**src/rtl/mem_stage_lsu.sv**
```systemverilog
// Memory-stage load/store unit: EX/MEM -> data-memory req/ack handshake -> MEM/WB.
// Stalls upstream while an access is outstanding and aborts on an ack timeout.
module mem_stage_lsu #(
    parameter int TIMEOUT_CYCLES = 16
) (
    input  logic        clk,
    input  logic        rst_n,
    input  logic        flush,
    input  logic        memRead_in,
    input  logic        memWrite_in,
    input  logic        memtoReg_in,
    input  logic        regWrite_in,
    input  logic [2:0]  funct3_in,
    input  logic [31:0] ALU_res_in,
    input  logic [31:0] rd2_in,
    input  logic [4:0]  rd_in,
    output logic        dmem_req,
    output logic        dmem_we,
    output logic [31:0] dmem_addr,
    output logic [31:0] dmem_wdata,
    output logic [3:0]  dmem_be,
    input  logic        dmem_ack,
    input  logic [31:0] dmem_rdata,
    output logic        stall,
    output logic        misalign_err,
    output logic        bus_err,
    output logic        regWrite_out,
    output logic        memtoReg_out,
    output logic [31:0] read_data_out,
    output logic [31:0] ALU_res_out,
    output logic [4:0]  rd_out
);
    localparam int CNT_W = (TIMEOUT_CYCLES > 1) ? $clog2(TIMEOUT_CYCLES) : 1;
    localparam logic [CNT_W-1:0] CNT_LAST = CNT_W'(TIMEOUT_CYCLES - 1);

    typedef enum logic {IDLE, BUSY} state_t;

    state_t           state;
    logic [CNT_W-1:0] cnt;
    logic             mem_op;
    logic             misaligned;

    logic [2:0]  f3_q;
    logic [31:0] alu_q;
    logic [4:0]  rd_q;
    logic        rw_q;
    logic        mtr_q;

    function automatic logic [31:0] fmt_load(input logic [2:0] f3, input logic [1:0] off,
                                             input logic [31:0] word);
        logic [31:0] shifted;
        logic [7:0]  b;
        logic [15:0] h;
        shifted = word >> {off, 3'b000};
        b = shifted[7:0];
        h = off[1] ? word[31:16] : word[15:0];
        case (f3)
            3'b000:  fmt_load = {{24{b[7]}}, b};
            3'b100:  fmt_load = {24'b0, b};
            3'b001:  fmt_load = {{16{h[15]}}, h};
            3'b101:  fmt_load = {16'b0, h};
            default: fmt_load = word;
        endcase
    endfunction

    function automatic logic [31:0] fmt_wdata(input logic [2:0] f3, input logic [31:0] data);
        case (f3)
            3'b000, 3'b100: fmt_wdata = {4{data[7:0]}};
            3'b001, 3'b101: fmt_wdata = {2{data[15:0]}};
            default:        fmt_wdata = data;
        endcase
    endfunction

    function automatic logic [3:0] fmt_be(input logic [2:0] f3, input logic [1:0] off);
        case (f3)
            3'b000, 3'b100: fmt_be = 4'b0001 << off;
            3'b001, 3'b101: fmt_be = off[1] ? 4'b1100 : 4'b0011;
            default:        fmt_be = 4'b1111;
        endcase
    endfunction

    assign mem_op = memRead_in | memWrite_in;

    always_comb begin
        case (funct3_in)
            3'b000, 3'b100: misaligned = 1'b0;
            3'b001, 3'b101: misaligned = ALU_res_in[0];
            default:        misaligned = |ALU_res_in[1:0];
        endcase
    end

    // In BUSY the EX/MEM register is frozen, so stall must fall in the ack cycle to let it advance.
    assign stall = (state == IDLE) ? (mem_op & ~misaligned & ~flush) : ~dmem_ack;

    // Snapshot of the instruction entering BUSY, used to fill MEM/WB on completion.
    always_ff @(posedge clk) begin
        if (state == IDLE) begin
            f3_q  <= funct3_in;
            alu_q <= ALU_res_in;
            rd_q  <= rd_in;
            rw_q  <= regWrite_in;
            mtr_q <= memtoReg_in;
        end
    end

    always_ff @(posedge clk or negedge rst_n) begin
        if (!rst_n) begin
            state         <= IDLE;
            cnt           <= '0;
            dmem_req      <= 1'b0;
            dmem_we       <= 1'b0;
            dmem_addr     <= '0;
            dmem_wdata    <= '0;
            dmem_be       <= '0;
            misalign_err  <= 1'b0;
            bus_err       <= 1'b0;
            regWrite_out  <= 1'b0;
            memtoReg_out  <= 1'b0;
            read_data_out <= '0;
            ALU_res_out   <= '0;
            rd_out        <= '0;
        end else begin
            misalign_err  <= 1'b0;
            bus_err       <= 1'b0;
            regWrite_out  <= 1'b0;
            memtoReg_out  <= 1'b0;
            read_data_out <= '0;
            ALU_res_out   <= '0;
            rd_out        <= '0;
            case (state)
                IDLE: begin
                    if (!flush) begin
                        if (!mem_op) begin
                            regWrite_out <= regWrite_in;
                            memtoReg_out <= memtoReg_in;
                            ALU_res_out  <= ALU_res_in;
                            rd_out       <= rd_in;
                        end else if (misaligned) begin
                            misalign_err <= 1'b1;
                        end else begin
                            dmem_req   <= 1'b1;
                            dmem_we    <= memWrite_in;
                            dmem_addr  <= {ALU_res_in[31:2], 2'b00};
                            dmem_wdata <= fmt_wdata(funct3_in, rd2_in);
                            dmem_be    <= fmt_be(funct3_in, ALU_res_in[1:0]);
                            cnt        <= '0;
                            state      <= BUSY;
                        end
                    end
                end
                BUSY: begin
                    if (dmem_ack) begin
                        dmem_req      <= 1'b0;
                        regWrite_out  <= rw_q;
                        memtoReg_out  <= mtr_q;
                        ALU_res_out   <= alu_q;
                        rd_out        <= rd_q;
                        read_data_out <= dmem_we ? 32'b0 : fmt_load(f3_q, alu_q[1:0], dmem_rdata);
                        state         <= IDLE;
                    end else if (cnt == CNT_LAST) begin
                        dmem_req <= 1'b0;
                        bus_err  <= 1'b1;
                        state    <= IDLE;
                    end else begin
                        cnt <= cnt + 1'b1;
                    end
                end
                default: state <= IDLE;
            endcase
        end
    end
endmodule

```
**config.mk**
```make
export PLATFORM = sky130hd
export DESIGN_NAME = mem_stage_lsu
export DESIGN_NICKNAME = d
export VERILOG_FILES = /design/src/rtl/mem_stage_lsu.sv
export SDC_FILE = /design/constraint.sdc
export NUM_CORES = 1
export LEC_CHECK = 0
export ABC_AREA = 1
export ABC_CLOCK_PERIOD_IN_PS = 4100
export CAP_MARGIN = 10
export CELL_PAD_IN_SITES_DETAIL_PLACEMENT = 1
export CELL_PAD_IN_SITES_GLOBAL_PLACEMENT = 1
export CORE_MARGIN = 2
export CORE_UTILIZATION = 37
export DETAILED_ROUTE_END_ITERATION = 12
export PLACE_DENSITY = 0.86
export SLEW_MARGIN = 5
export SYNTH_ARGS = -nofsm -noshare
export SYNTH_HDL_FRONTEND = slang
export SYNTH_SLANG_ARGS = --single-unit
```
**constraint.sdc**
```tcl
create_clock -name clk -period 4.1 [get_ports clk]
set_input_delay 0.615 -clock clk [delete_from_list [all_inputs] [get_ports clk]]
set_output_delay 0.615 -clock clk [all_outputs]
set_load 0.1 [all_outputs]
```
==> results of run 1 <==
-- cell families (layout without fill, tap and decap cells) --
group / after synthesis / count (layout)
AO/OA/AOI/OAI: 155 / 155
AND/OR/NAND/NOR: 322 / 322
other: 1 / 2
adder cells (fa/ha/maj): 1 / 1
flip-flops: 188 / 188
buffers and inverters: 102 / 349
XOR/XNOR: 1 / 1
-- registers in the layout, indices dropped and copies added (netlist names), 3 cells and up --
signal,count
alu_q,32
f3_q,3
ALU_res_out,32
cnt,4
dmem_wdata,32
dmem_addr,30
dmem_be,4
rd_q,5
rd_out,5
read_data_out,32
-- through the flow --
stage | util [%] | worst slack (ps)
floorplan | - | 1370
global placement | 51.1 | 1180
detailed placement | 51.1 | 1150
CTS | 54.2 | 1270
global route | 54.2 | 1180
finish | 54.2 | 1310
-- power breakdown --
group	switching (mW)	internal (mW)	total (mW)
Combinational	2.11	0.590	2.70
Clock	0.863	0.851	1.71
Sequential	0.173	2.19	2.36
-- layout by cell type (no fill, tap or decap), drive strengths merged --
cell type      instances
clkdlybuf4s50        251
nand2                169
dfrtp                146
o21ai                 86
nor2                  80
nand3                 69
inv                   68
edfxtp                42
o31ai                 30
a21oi                 29
clkbuf                17
buf                    9
o211ai                 7
clkinv                 4
nor3                   2
o22ai                  2
conb                   2
or2                    1
a31oi                  1
and3                   1
xor2                   1
ha                     1
-- area by class of cell --
| cell class | instances | area [sq um] | area share, % |
|---|---|---|---|
| clock buffers | 17 | 425 | 3.87 |
| clock inverters | 15 | 195 | 1.77 |
| inverters | 57 | 214 | 1.95 |
| multi-input cells | 481 | 2300 | 20.9 |
| flip-flops and latches | 188 | 4920 | 44.7 |
| well taps | 270 | 338 | 3.07 |
| repair buffers | 260 | 2610 | 23.7 |
-- metal layers --
layer	global-route usage [%]	part of all wire, %	vias up
met5	0	0	-
met1	28.7	41	3240
met3	4.66	4.2	54
met2	40.3	51	187
li1	-	-	3021
met4	8.95	3.2	0
-- worst max-delay path by stage --
stage,startpoint,endpoint,slack [ps],depth (start not counted)
finish,funct3_in[0],stall,1310,7
global route,funct3_in[0],stall,1180,7
CTS,funct3_in[0],stall,1270,7
detailed placement,funct3_in[0],dmem_wdata[22],1150,9
global placement,funct3_in[0],dmem_we,1180,9
floorplan,state,stall,1370,4
==> results.py, run 1 <==
metrics = {
    "detailed_routing": {
        "detail_route.first_pass.iterations": 4,
        "vias_per_cell": 5.05,
        "drt_first_iter_violations": 280,
        "postRouteWirelength_mm": 25.0,
        "drc": 0,
        "routed_wire_length_per_instance_microns": 19.4,
        "vias": 6502,
        "drt.antenna.violating_nets": 0,
    },
    "global_routing": {
        "grt_usage_pct": 23.2,
        "first_global_vias": 6979,
        "grt_remaining_overflow": 0,
        "grt_first_pass_wirelength_mm": 39.4,
        "grt_antenna_before_repair": 0,
        "largest_net_degree_at_the_start_of_global_routing": 103,
    },
    "sta": {
        "setup_total_negative_slack_ps": 0,
        "worst_rel_slew_slack_pct": 24.5,
        "final_max_tran_viols": 0,
        "max_freq_ghz": 0.358,
        "final.min_clock_period_ps": 2790,
        "timing_hold_violations_final": 0,
        "fin_hold_ws_ps": 328,
        "clock-skew-final_ps": 12.7,
        "setup_viol_count_final": 0,
        "min_period_over_period_pct": 68.1,
        "worst-slew-pin-transition_ps": 1130,
        "rsz0062_at_grt": "false",
    },
    "cts": {
        "clock-root-buffer": "clkbuf_16",
        "clkTransAtPathRegs_ps": 80,
        "clock_sink_count": 188,
        "worst_skew_pair.late_latency_ps": 430,
        "cts_tree": "yes",
        "clockBufferDepth": 2,
        "cts-hold-fix-buffers": 0,
        "cts-buffers-inserted": 17,
        "ctsResizeCount": 0,
        "cts-htree-levels": 4,
        "postCtsSetupRepairBufs": 0,
    },
    "run_status": {
        "outcome": "completed",
    },
    "pwr": {
        "power.total_mw": 6.77,
        "power.leakage_nw": 4.92,
        "peakVddDrop_mv": 0.285,
        "p_per_area_nw_per_um2": 616,
    },
    "place": {
        "placed_cell_area_sq_um": 10400,
        "dp_cells": 1256,
        "place.port_buffers": 253,
        "place.gp.congestion": 0.859,
        "detailed_place_hpwl_mm": 17.2,
    },
    "finish": {
        "finish.net_count": 1118,
        "num_antenna_cells": 0,
        "fillCellCount": 2270,
        "area.growth.synth_to_final_pct": 43.2,
        "fraction_of_layout_instances_using_a_drive_strength_above_1_pct": 6.97,
        "finalNonFillerCells": 1288,
        "layout.cell_area.non_filler_sq_um": 11000,
    },
    "synth": {
        "yosys_most_used_dff": "dfrtp_1",
        "cell_variety_after_synth": 32,
        "synth_top_family_by_area": "simple AND/OR/NAND/NOR gates",
        "compound_gate_fraction_of_synth_area_pct": 11.4,
        "synth_area_leaders": "dfrtp_1, edfxtp_1, nand2_1, nand3_1, o21ai_0",
        "post-synth-top-area-cell": "dfrtp_1",
        "count_of_flip_flops_with_a_built_in_enable_after_synthesis": 42,
        "postSynthRegisterBits": 188,
        "synth-adder-area-share_pct": 0.163,
        "synthArstFlopShare_pct": 77.7,
        "synth-simple-area-share_pct": 18.2,
        "muxShareOfSynthArea_pct": 0,
        "yosys-top-cells-count": "nand2_1, dfrtp_1, nand3_1",
        "yosys_warnings": 0,
        "postSynthCellCount": 770,
        "synth_xor_xnor_area_share_pct": 0.114,
        "synth_top_area_share_pct": 47.6,
        "synth_sequential_area_ratio_pct": 64.0,
        "netlist_area_sq_um": 7680,
        "post-synth-top-count-cell": "nand2_1",
        "syn-mean-instance-area_sq_um": 9.97,
    },
    "die": {
        "fp.dieW_microns": 148,
        "initial_utilization_pct": 37.8,
        "row_count": 52,
        "core_sq_um": 20300,
        "area_of_the_die_sq_um": 21900,
        "pin_count": 256,
        "die_height_microns": 148,
    },
    "critical_path": {
        "worst_ep_arrival_time_ps": 2180,
        "critical_path.max_fanout": 12,
        "r2r_end": "read_data_out[20]",
        "crit_path_cell_trace": "clkdlybuf4s50_1 -> nor2_4 -> a21oi_2 -> nor2_4 -> nand2_4 -> nand2_1 -> buf_12",
        "largest_stage_delay_on_the_critical_path_ps": 650,
        "critPathKind": "input pin to output pin",
        "timing.rr.start": "alu_q[1]",
        "worst-r2r-cell-count": 7,
        "setup.reg_to_reg.worst_slack_ps": 1550,
        "crit_path_frequent_cell": "nor2_4",
        "critical_path_buf_inv_count": 2,
        "timing.critical_path.to_type": "output pin",
        "critical_path.slowest_cell": "clkdlybuf4s50_1",
        "startpoint_type": "input pin",
        "cp_top_family": "buffers and inverters",
        "required_time_reported_for_the_critical_path_endpoint_ps": 3480,
    },
    "run": {
        "drv_cap": 0,
    },
    "hold_path": {
        "hold_path_class": "input pin to async pin",
    },
}
No activity file was read; power rests on OpenSTA's default activity.
==> inputs of run 2 (changes only) <==
- ABC_CLOCK_PERIOD_IN_PS: 4100 -> 2800
- CORE_UTILIZATION: 37 -> 34
- PLACE_DENSITY: 0.86 -> 0.8
- clock period: 4.1 -> 2.8 ns (I/O delays scaled with it)
==> run 2 against run 1 <==
- critical endpoint unchanged
- sequential power rose by 45%
- largest cell class unchanged
- largest power group unchanged
- hold slack gained 150 ps
- critical path type unchanged
- critical path depth stayed put
- power grew 44%
==> results.py, run 2 (synthesized netlist as in run 1, its figures left out) <==
metrics = {
    "finish": {
        "layout.cells.most_common": "nand2_1",
        "finalCoreUtilization_pct": 48.7,
        "ff_latch_area_sq_um": 4910,
        "fraction_of_layout_instances_using_a_drive_strength_above_1_pct": 21.3,
        "multi_input_comb_area_sq_um": 2300,
        "fillCellCount": 2491,
        "mostFrequentLayoutCells": "nand2_1, buf_4, dfrtp_1, clkdlybuf4s50_1, nand3_1",
        "area.growth.synth_to_final_pct": 39.6,
        "finish.net_count": 1127,
    },
    "die": {
        "pin_count": 256,
        "die_height_microns": 154,
        "area_of_the_die_sq_um": 23800,
        "initial_utilization_pct": 34.9,
        "core_sq_um": 22000,
        "fp.dieW_microns": 154,
        "row_count": 54,
    },
    "global_routing": {
        "first_global_vias": 6712,
        "grt_antenna_before_repair": 0,
        "grt_remaining_overflow": 0,
        "grt_first_pass_wirelength_mm": 37.6,
        "largest_net_degree_at_the_start_of_global_routing": 66,
        "grt_usage_pct": 20.1,
    },
    "critical_path": {
        "setup.reg_to_reg.worst_slack_ps": 840,
        "crit_path_cell_trace": "clkdlybuf4s50_1 -> nor2_4 -> a21oi_2 -> nor2_4 -> nand2_4 -> nand2_1 -> buf_12",
        "critical_path.max_fanout": 9,
        "critPathKind": "input pin to output pin",
        "cp_startpoint": "funct3_in[1]",
        "worst-r2r-cell-count": 6,
        "r2r_end": "read_data_out[20]",
        "required_time_reported_for_the_critical_path_endpoint_ps": 2380,
        "timing.critical_path.to_type": "output pin",
        "largest_stage_delay_on_the_critical_path_ps": 510,
        "critical_path.slowest_cell": "clkdlybuf4s50_1",
        "crit_path_frequent_cell": "nor2_4",
        "startpoint_type": "input pin",
        "worst_setup_path_endpoint": "stall",
        "worst_ep_arrival_time_ps": 1920,
        "timing.rr.start": "alu_q[1]",
    },
    "sta": {
        "final_max_tran_viols": 0,
        "setup_total_negative_slack_ps": 0,
        "max_freq_ghz": 0.428,
        "final.min_clock_period_ps": 2340,
        "min_period_over_period_pct": 83.5,
        "rsz0062_at_grt": "false",
        "clock-skew-final_ps": 10.5,
        "worst_rel_slew_slack_pct": 51.6,
        "setup_viol_count_final": 0,
        "worst-slew-pin-transition_ps": 726,
        "timing_hold_violations_final": 0,
    },
    "cts": {
        "cts_tree": "yes",
        "clkTransAtPathRegs_ps": 70,
        "cts-htree-levels": 4,
        "postCtsSetupRepairBufs": 0,
        "clock_sink_count": 188,
        "clock-root-buffer": "clkbuf_16",
        "clockBufferDepth": 2,
        "worst_skew_pair.late_latency_ps": 420,
        "cts-buffers-inserted": 17,
    },
    "run_status": {
        "outcome": "completed",
    },
    "pwr": {
        "power.leakage_nw": 5.19,
        "power.total_mw": 9.73,
        "p_per_area_nw_per_um2": 908,
        "peakVddDrop_mv": 0.519,
    },
    "detailed_routing": {
        "detail_route.first_pass.iterations": 4,
        "vias": 6396,
        "drc": 0,
        "drt_first_iter_violations": 244,
        "vias_per_cell": 4.89,
        "routed_wire_length_per_instance_microns": 18.1,
        "postRouteWirelength_mm": 23.6,
        "drt.antenna.violating_nets": 0,
    },
    "place": {
        "place.port_buffers": 253,
        "place.gp.congestion": 0.782,
        "detailed_place_hpwl_mm": 16.7,
    },
    "run": {
        "drv_cap": 0,
    },
    "hold_path": {
        "hold_path_class": "register to register",
    },
}
## run 2: what timing repair did
item | CTS | global route
gates resized for setup | 0 | 0
hold endpoints to repair | 50 | 0
hold buffers | 1 | 0
## run 2: layer usage
| layer | up-vias | track usage [%] | wire [microns] | part of all wire (%) |
|---|---|---|---|---|
| met5 | - | 0 | 0 | 0 |
| met4 | 0 | 4.67 | 230 | 0.97 |
| met3 | 14 | 3.61 | 1130 | 4.8 |
| met2 | 172 | 34.6 | 11900 | 51 |
| met1 | 3174 | 26.6 | 10300 | 44 |
| li1 | 3036 | - | - | - |
## run 2: area by class of cell
cell class,count,share of cell area [%]
clock inverters,15,1.62
clock buffers,17,3.97
flip-flops and latches,188,45.8
diodes,1,0.0233
well taps,280,3.27
repair buffers,269,21.8
multi-input cells,481,21.5
inverters,57,2.00
## run 2: worst min path at each step
stage                               from           endpoint  cells past startpoint  slack (ps)
after floorplan                    rst_n     ALU_res_out[0]                      0         120
after global placement             rst_n  read_data_out[20]                      1         410
after detailed placement           rst_n  read_data_out[20]                      1         410
after CTS                        rd_q[1]          rd_out[1]                      2         480
after global routing      dmem_wdata[16]     dmem_wdata[16]                      2         510
final                            rd_q[1]          rd_out[1]                      2         480
## run 2: worst max-delay path: cells and delay by family
| family | cells | cell delay [ps] |
|---|---|---|
| AOI/OAI and AO/OA | 1 | 90 |
| buffers and inverters | 2 | 710 |
| and+or+nand+nor | 4 | 670 |
## run 2: power by group
part / switching (mW) / leakage (nW) / internal, mW
sequential: 0.222 / 2.34 / 3.20
combinational: 3.07 / 2.55 / 0.767
clock: 1.19 / 0.296 / 1.28
## run 2: metrics by stage
step	setup WS (ps)	hold slack, ps	cells	cell area (sq um)
global route	376	506	1307	10700
floorplan	264	124	771	7680
global placement	425	405	1274	10100
finish	463	481	1308	10700
CTS	455	481	1307	10700
detailed placement	380	409	1274	10100
==> inputs of run 3 (changes only) <==
- ABC_CLOCK_PERIOD_IN_PS: 2800 -> 2000
- CORE_UTILIZATION: 34 -> 31
- PLACE_DENSITY: 0.8 -> 0.77
- clock period: 2.8 -> 2 ns (I/O delays scaled with it)
==> run 3 against run 2 <==
- core utilization fell by 3.5 points
- sequential power up 40%
- final cell count grew 4.4%
- critical path type unchanged
- via count up 0.92%
- highest routed layer unchanged
- global-route usage down 1.2 points
- clock skew is 2.1 ps higher
- power up 42%
- register-to-register slack worse by 470 ps
- largest cell class unchanged
- critical endpoint unchanged
- routed wire length increased by 3.0%
- combinational power is 42% higher
==> results.py, run 3 (synthesized netlist as in run 1, its figures left out) <==
metrics = {
    "place": {
        "dp_cells": 1332,
        "place.port_buffers": 253,
        "place.gp.congestion": 0.819,
        "detailed_place_hpwl_mm": 17.9,
    },
    "global_routing": {
        "largest_net_degree_at_the_start_of_global_routing": 58,
        "grt_first_pass_wirelength_mm": 38.5,
        "grt_usage_pct": 19.0,
        "first_global_vias": 6910,
        "grt_remaining_overflow": 0,
        "grt_antenna_before_repair": 1,
    },
    "die": {
        "area_of_the_die_sq_um": 26000,
        "core_sq_um": 24300,
        "fp.dieW_microns": 161,
        "die_height_microns": 161,
        "initial_utilization_pct": 31.6,
        "pin_count": 256,
        "row_count": 57,
    },
    "detailed_routing": {
        "drt_first_iter_violations": 302,
        "detail_route.first_pass.iterations": 4,
        "drc": 0,
        "drt.antenna.violating_nets": 0,
        "postRouteWirelength_mm": 24.3,
        "routed_wire_length_per_instance_microns": 17.8,
        "vias_per_cell": 4.73,
        "vias": 6455,
    },
    "cts": {
        "clkTransAtPathRegs_ps": 70,
        "clock-root-buffer": "clkbuf_16",
        "postCtsSetupRepairBufs": 0,
        "cts-htree-levels": 4,
        "clock_sink_count": 188,
        "worst_skew_pair.late_latency_ps": 430,
        "cts-buffers-inserted": 17,
        "clockBufferDepth": 2,
        "cts_tree": "yes",
    },
    "critical_path": {
        "timing.critical_path.to_type": "output pin",
        "required_time_reported_for_the_critical_path_endpoint_ps": 1700,
        "worst_ep_arrival_time_ps": 1590,
        "critical_path.max_fanout": 6,
        "critPathKind": "input pin to output pin",
        "startpoint_type": "input pin",
    },
    "sta": {
        "rsz0062_at_grt": "false",
        "final_max_tran_viols": 0,
        "max_freq_ghz": 0.530,
        "setup_viol_count_final": 0,
        "min_period_over_period_pct": 94.4,
        "clock-skew-final_ps": 12.6,
        "fin_hold_ws_ps": 228,
        "timing_hold_violations_final": 0,
        "final.min_clock_period_ps": 1890,
    },
    "pwr": {
        "power.total_mw": 13.8,
        "power.leakage_nw": 5.30,
        "p_per_area_nw_per_um2": 1260,
        "peakVddDrop_mv": 0.616,
    },
    "finish": {
        "area.growth.synth_to_final_pct": 43.1,
        "finish.net_count": 1141,
        "num_antenna_cells": 0,
        "fraction_of_layout_instances_using_a_drive_strength_above_1_pct": 22.8,
        "mostFrequentLayoutCells": "nand2_1, buf_4, dfrtp_1, clkdlybuf4s50_1, nand3_1",
        "finalNonFillerCells": 1365,
        "fillCellCount": 2714,
    },
    "run_status": {
        "outcome": "completed",
    },
    "hold_path": {
        "hold_path_class": "input pin to register",
    },
    "run": {
        "drv_cap": 0,
    },
}
run 3: changes by cell type in the layout (fill, tap and decap cells not counted), moves of 3 or more:
cell / change
buf_4: +9
buf_12: +5
inv_6: -4
clkinvlp_4: +3
inv_8: +3
run 3: worst max-delay path, stage by stage:
cell             delay [ps]
clkdlybuf4s50_1         510
inv_1                   120
a21oi_4                 210
nor2_4                   60
nand2_4                 140
nand2_4                  80
buf_12                  170
run 3: cell type report:
class,instances,area (sq um),share of cell area [%]
clock buffer,17,425,3.87
clock inverter,15,200,1.82
timing repair buffer,283,2500,22.8
multi-input combinational,481,2320,21.1
sequential,188,4920,44.7
tap,324,405,3.69
inverter,57,218,1.98
run 3: worst paths after layout:
kind / startpoint / slack [ps] / endpoint / cells past startpoint
worst max-delay path: ALU_res_in[0] / 110 / stall / 7
worst min-delay path: funct3_in[1] / 230 / f3_q[1] / 1
worst max register to register: state / 370 / read_data_out[3] / 6
worst min register to register: rd_q[1] / 480 / rd_out[1] / 2
max in group asynchronous: rst_n / 990 / state / 3
min in group asynchronous: rst_n / 320 / rd_out[1] / 2
run 3: where the power goes:
group / internal [mW] / switching (mW) / leakage, nW
clock network: 1.92 / 1.66 / 0.302
registers: 4.49 / 0.312 / 2.34
logic: 1.12 / 4.34 / 2.66
total: 7.53 / 6.31 / 5.30
run 3: per-layer routing:
layer,GRT usage [%],up-vias,share of wire [%]
met2,32.3,176,50
met5,0,-,0
met4,5.07,0,1.8
met3,4.93,28,5.6
li1,-,3073,-
met1,24.0,3178,42
run 3: through the flow:
step / setup TNS [ps] / setup slack [ps] / instance area, sq um / util [%]
2_1_floorplan: 0 / 11.4 / 7700 / -
3_3_place_gp: 0 / 54.0 / 10300 / 42.5
3_5_place_dp: -99.9 / -19.3 / 10300 / 42.5
4_1_cts: 0 / 3.76 / 11000 / 45.1
5_1_grt: 0 / 30.0 / 11000 / 45.2
6_report: 0 / 113 / 11000 / 45.2
run 3: timing repair:
| action | in CTS | in global routing |
|---|---|---|
| resized for setup | 0 | 2 |
| hold endpoints to repair | 27 | 0 |
| endpoints found under the setup margin | 0 | 1 |
| hold buffers | 1 | 0 |
